==> src/rtl/conv2_relu_maxpool.sv <==
// conv2_relu_maxpool: ReLU followed by 2x2/stride-2 max-pool on three lockstep conv2 channels.
// Even rows fold pixel pairs into a half-width line buffer; odd rows finish each window.
module conv2_relu_maxpool #(
    parameter int IN_W   = 8,
    parameter int IN_H   = 8,
    parameter int DATA_W = 12
) (
    input  logic              clk,
    input  logic              rst,
    input  logic              valid_in,
    input  logic [DATA_W-1:0] conv_in_1,
    input  logic [DATA_W-1:0] conv_in_2,
    input  logic [DATA_W-1:0] conv_in_3,
    output logic [DATA_W-1:0] pool_out_1,
    output logic [DATA_W-1:0] pool_out_2,
    output logic [DATA_W-1:0] pool_out_3,
    output logic              valid_out,
    output logic              frame_done
);
    localparam int CW = IN_W > 2 ? $clog2(IN_W) : 1;
    localparam int RW = IN_H > 2 ? $clog2(IN_H) : 1;
    localparam int LW = IN_W / 2;
    localparam int AW = LW > 1 ? $clog2(LW) : 1;

    logic [CW-1:0]     col;
    logic [RW-1:0]     row;
    logic [AW-1:0]     li;
    logic              last_col, last_row, win_end;
    logic [DATA_W-1:0] x [3];
    logic [DATA_W-1:0] po [3];

    assign x[0]       = conv_in_1;
    assign x[1]       = conv_in_2;
    assign x[2]       = conv_in_3;
    assign pool_out_1 = po[0];
    assign pool_out_2 = po[1];
    assign pool_out_3 = po[2];
    assign li         = AW'(col >> 1);
    assign last_col   = col == CW'(IN_W - 1);
    assign last_row   = row == RW'(IN_H - 1);
    assign win_end    = row[0] & col[0];

    always_ff @(posedge clk or posedge rst) begin
        if (rst) begin
            col        <= '0;
            row        <= '0;
            valid_out  <= 1'b0;
            frame_done <= 1'b0;
        end else begin
            valid_out  <= valid_in & win_end;
            frame_done <= valid_in & last_row & last_col;
            if (valid_in) begin
                col <= last_col ? '0 : col + 1'b1;
                if (last_col) row <= last_row ? '0 : row + 1'b1;
            end
        end
    end

    for (genvar i = 0; i < 3; i++) begin : g_ch
        logic [DATA_W-1:0] r, h, hm, pm;
        logic [DATA_W-1:0] lb [LW];
        // Negative samples clamp to zero, so plain unsigned compares suffice afterwards.
        assign r  = x[i][DATA_W-1] ? '0 : x[i];
        assign hm = h > r ? h : r;
        assign pm = lb[li] > hm ? lb[li] : hm;
        always_ff @(posedge clk or posedge rst) begin
            if (rst) begin
                h     <= '0;
                po[i] <= '0;
            end else if (valid_in) begin
                if (!col[0]) h <= r;
                if (win_end) po[i] <= pm;
            end
        end
        // Every entry is written in the even row before its odd-row read, so no reset is needed.
        always_ff @(posedge clk) begin
            if (!rst && valid_in && !row[0] && col[0]) lb[li] <= hm;
        end
    end
endmodule

==> config.mk <==
export PLATFORM = sky130hd
export DESIGN_NAME = conv2_relu_maxpool
export DESIGN_NICKNAME = d
export VERILOG_FILES = /design/src/rtl/conv2_relu_maxpool.sv
export SDC_FILE = /design/constraint.sdc
export NUM_CORES = 1
export LEC_CHECK = 0
export CAP_MARGIN = 15
export CORE_UTILIZATION = 30
export CTS_CLUSTER_DIAMETER = 200
export DETAILED_ROUTE_END_ITERATION = 8
export GPL_TIMING_DRIVEN = 0
export MAX_ROUTING_LAYER = met4
export PLACE_DENSITY_LB_ADDON = 0.15
export SYNTH_ARGS = -nofsm -noshare
export SYNTH_HDL_FRONTEND = slang
export SYNTH_SLANG_ARGS = --single-unit
==> constraint.sdc <==
create_clock -name clk -period 5.05 [get_ports clk]
set_clock_uncertainty 0.2 [all_clocks]
set_input_delay 0.7575 -clock clk [delete_from_list [all_inputs] [get_ports clk]]
set_output_delay 0.7575 -clock clk [all_outputs]
set_load 0.02 [all_outputs]
; ---- Word level (Yosys, flattened, before mapping)
; Memory sizes are Yosys's and may differ from the RTL's.
; Index checks and enable logic that the tools add are counted.
[classes]
add_sub_neg = 2
n_lt_le_gt_ge = 6
n_eq_ne = 2
n_mux = 13
n_bitwise = 5
n_reduce_logical = 8
[ops]
columns = cell, count
row1 = $mux W12, 6
row2 = $gt A12 B11 Y1, 3
row3 = $gt A12 B12 Y1, 3
row4 = $mux W11, 3
row5 = $add A3 B1 Y3 const B, 2
row6 = $eq A3 B3 Y1 const B, 2
row7 = $mux W3, 2
row8 = $reduce_and A2 Y1, 3
row9 = $and A1 B1 Y1, 4
row10 = $logic_and A1 B1 Y1, 3
row11 = $logic_not A1 Y1, 2
row12 = $mux W1, 2
row13 = $not A1 Y1, 1
[word_totals]
regBits = 80
mem_bits_rw = 144
in_bits = 39
output_inout_bits = 38
word_cells = 49
n_memories = 3
[mem_list]
columns = memory, depth, word_bits, rd, rd_ports_with_merged_regs, write_ports, line
row1 = g_ch[0].lb, 4, 12, 1, 0, 1, 61  ; logic [DATA_W-1:0] lb [LW];
row2 = g_ch[1].lb, 4, 12, 1, 0, 1, 61
row3 = g_ch[2].lb, 4, 12, 1, 0, 1, 61

; ---- Depth between registers and ports, before layout
[depth]
depth_word = 6
ltp_mapped = 18
depth_no_buf = 15

; ---- Worst setup path before layout
; Ideal clock, no wire load.
[synth_timing]
kind = input-to-reg
start = input valid_in
end = memory g_ch[0].lb[0][0] (enable)
setup_time_ns = 0.471
t_arrival_ns = 3.791
required_time_ns = 4.379
slack_ns = 0.588
stages = 4
n_path_buf = 1
cell_sequence = clkbuf_1 nand2_1 nor3_1 nor3b_1
[synth_between]
elab_chain_len = 5
[synth_lines]
columns = element, line
row1 = start: declaration, 10  ; input logic valid_in,
row2 = $logic_and A1 B1 Y1 (3 in a row), 77  ; if (!rst && valid_in && !row[0] && col[0]) lb[li] <= hm;
row3 = $mux W1, 77
row4 = $mux W1 (not written as such), 77
row5 = end: declaration, 61
; No other way between the ends.

; ---- Worst setup path after layout
[layout_timing]
start = input conv_in_1[11]
end = register po (netlist bit pool_out_1[9])
[layout_between]
elab_chain_len = 5
[layout_lines]
columns = element, line
row1 = start: declaration, 11  ; input logic [DATA_W-1:0] conv_in_1,
row2 = $mux W11 *, 63  ; assign r = x[i][DATA_W-1] ? '0 : x[i];
row3 = $gt A12 B11 Y1, 64  ; assign hm = h > r ? h : r;
row4 = $mux W12 *, 64
row5 = $gt A12 B12 Y1, 65  ; assign pm = lb[li] > hm ? lb[li] : hm;
row6 = $mux W12 *, 65
row7 = end signal: indexed assignment, 72  ; if (win_end) po[i] <= pm;
row8 = end: declaration, 30  ; logic [DATA_W-1:0] po [3];
; Mark *: on every way between the ends. The rest lies on a longest branch, timed or not.
; A chain may end at the register's enable or synchronous reset.

==> run summary <==
PortBufs: 72
Area fraction of the dominant cell type after synthesis: 39.7%
WL per Instance: 18.5 µm
TritonCTS clock tree: done
CTS Root Cell: clkbuf_16
Inserted Clock Buffers: 25
Max Clock Freq: 0.214 GHz
Status: completed
Dpl ws: -0.607 ns
Total number of vias: 6222
Layout cells sized above 1: 16.4%
Pin count of the biggest net entering global routing: 44
# IOs: 77
DR iter-0 viols: 333
Routed vias/inst: 4.76
WL final: 24.1 mm
Max-Cap Viols: 0
Clock Latency Late Sink: 0.51 ns
Slew margin rel.: 38.6%
CP Capture Type: flip-flop
GRT Total Usage: 15.3%
Worst Setup Start Kind: input port
Initial antenna violation count: 0
Power Dens Cells: 555 nW/µm²
Tot Pwr: 6.78 mW
Max IR drop VDD: 0.235 mV
Net count, final: 957
Worst hold path startpoint: pool_out_2[2]
Comb pwr share: 39.2%
Area leader, netlist: edfxtp_1
Setup_tns: 0 ns
Setup Viol. Count Final: 0
Top FF cell, synth: edfxtp_1
Starting Density: 30.6%
Fin crit share: 92.6%
CTS Buffer Depth: 3
Switching part of the total: 34.3%
Cell Int Power: 4.45 mW
Worst Tran Pin Value: 0.917 ns
WP data arrival: 4.86 ns
Die W: 184 µm
Worst-path clk slew: 0.06 ns
Core ar.: 32600 µm²
Final hold violation count: 0
Synth top cells by count: edfxtp_1 (132), inv_1 (78), dfrtp_1 (74), ha_1 (70), nand2_1 (52)
RSZ-0062 raised after global routing: false
Critical Setup Path Class: input port to flip-flop
Cell Area, Synth: 9970 µm²
CP required: 5.24 ns
Worst Slack Setup Final: 0.371 ns
Final Critical Period: 4.68 ns
Detailed Routing Iterations Pass 1: 5
Clk sinks: 206
Reg-to-Reg Start: g_ch[2].h[10]
Clock share of power: 26.0%
Fill count: 3134
Synth-to-layout area growth: 22.6%
Number of global-route vias before repair: 6546
Synth warn: 0
H-tree depth: 1
Num rows: 66
Fraction of registers with async set/reset: 35.9%
Mean Syn Cell Area: 13.5 µm²
Cts hold-fix bufs: 0
Top-count cell post-synth: edfxtp_1
Gate Count Post-Synth: 741
Pleak: 4.86 nW
Post-synth EDFFs: 132
Sw power: 2.33 mW
Die ar.: 34000 µm²
Ranking of synthesized cells by area: edfxtp_1 (40%), dfrtp_1 (19%), ha_1 (8.8%)
HPWL Detailed: 17.1 mm
Crit Path Max Fanout: 10
Yosys reg bits: 206
GP Congestion: 0.768
Count of final max-slew check failures: 0
Drt drc: 0
Setup Fix Bufs, Post-CTS: 0
Die height: 184 µm
GRT overflow: 0
Post-synthesis sequential area ratio: 58.3%
Cell variety after synth: 45
Critical Path Start: conv_in_1[11]
ANT cells: 0
Detail Route Antenna Nets: 0
First-pass GRT wire length: 38.1 mm
Min-delay worst type: flip-flop to flip-flop
Seq pwr share: 34.8%
power by group through the flow:
stage	clock network (mW)	registers (mW)	logic, mW
after floorplan	0	2.47	1.70
after global placement	0	2.40	2.66
after detailed placement	0	2.40	2.69
after CTS	1.82	2.36	2.70
after global routing	1.88	2.40	3.00
final	1.76	2.36	2.66
metrics by stage:
stage | util (%) | area, µm² | hold WS (ns) | std cells
after global placement | 34.5 | 11300 | 0.286 | 1257
after CTS | 37.4 | 12200 | 0.300 | 1308
after detailed placement | 34.9 | 11400 | 0.287 | 1264
after floorplan | - | 9980 | 0.275 | 743
after global routing | 37.5 | 12200 | 0.319 | 1307
final | 37.5 | 12200 | 0.296 | 1307
registers in the layout, summed over array words and instances (netlist names):
signal,cells
g_ch.lb,132
g_ch.h,33
pool_out_1,11
pool_out_2,11
pool_out_3,11
col,3
row,3
frame_done,1
valid_out,1
cells by family after synthesis:
logic type,count (synthesis),share of synthesized area [%]
AO/OA/AOI/OAI,142,9.18
other,1,0.0376
adder cells (fa/ha/maj),70,8.78
buffers and inverters,111,4.52
flip-flops,206,58.3
AND/OR/NAND/NOR,136,6.86
multiplexers,75,12.3
timing repair:
item,4_1_cts,5_1_grt
gates cloned,0,0
resized for setup,1,13
endpoints found under the setup margin,10,32
critical path, stage by stage:
cell and delay [ns]:
clkdlybuf4s50_1 0.41, clkbuf_2 0.19, nand2b_1 0.23, ha_1 0.32, nor2b_1 0.13, o211ai_1 0.09, a211o_1 0.26, a21oi_1 0.22
buf_4 0.25, mux2_2 0.39, ha_1 0.30, nor2b_1 0.13, o211ai_1 0.09, a211o_1 0.28, and3_1 0.18, o21ai_0 0.22
clkbuf_4 0.28, o21ai_0 0.11
final timing paths:
path | to | slack [ns] | cells after the start
max in group asynchronous | g_ch[2].h[0] | 3.58 | 3
setup / recovery | pool_out_1[9] | 0.37 | 18
hold reg to reg | pool_out_2[2] | 0.30 | 2
setup reg to reg | pool_out_3[10] | 0.98 | 15
hold / removal | pool_out_2[2] | 0.30 | 2
min in group asynchronous | row[2] | 0.46 | 2
routing by layer:
layer / global-route usage, % / wire length [µm] / up-vias
li1: - / - / 2973
met1: 21.0 / 11700 / 3091
met2: 24.0 / 11100 / 125
met3: 1.98 / 985 / 33
met4: 3.63 / 350 / 0
met5: - / 0 / -
layout make-up:
class	instances	area, µm²	share of cell area (%)
flip-flops and latches	206	5820	47.6
multi-input cells	426	3750	30.6
repair buffers	79	845	6.91
clock buffers	30	654	5.35
well taps	442	553	4.52
inverters	78	295	2.41
plain buffers	32	165	1.35
clock inverters	14	154	1.26
cells in the final DEF (no fill, tap or decap), drive strengths merged, types with 5 or more instances in the layout:
cell type and n:
edfxtp 132, inv 79, dfrtp 74, clkdlybuf4s50 71
ha 70, o21ai 59, nand2 52, clkbuf 45
mux2 40, nand2b 33, mux4 31, buf 24
a22oi 20, a21oi 13, nand4 11, o221ai 11
nand3 9, nor2b 9, a21o 8, nor2 8
clkinv 8, nor3 7, o211ai 7, a211o 5
a211oi 5
No activity file was read; power rests on OpenSTA's default activity.
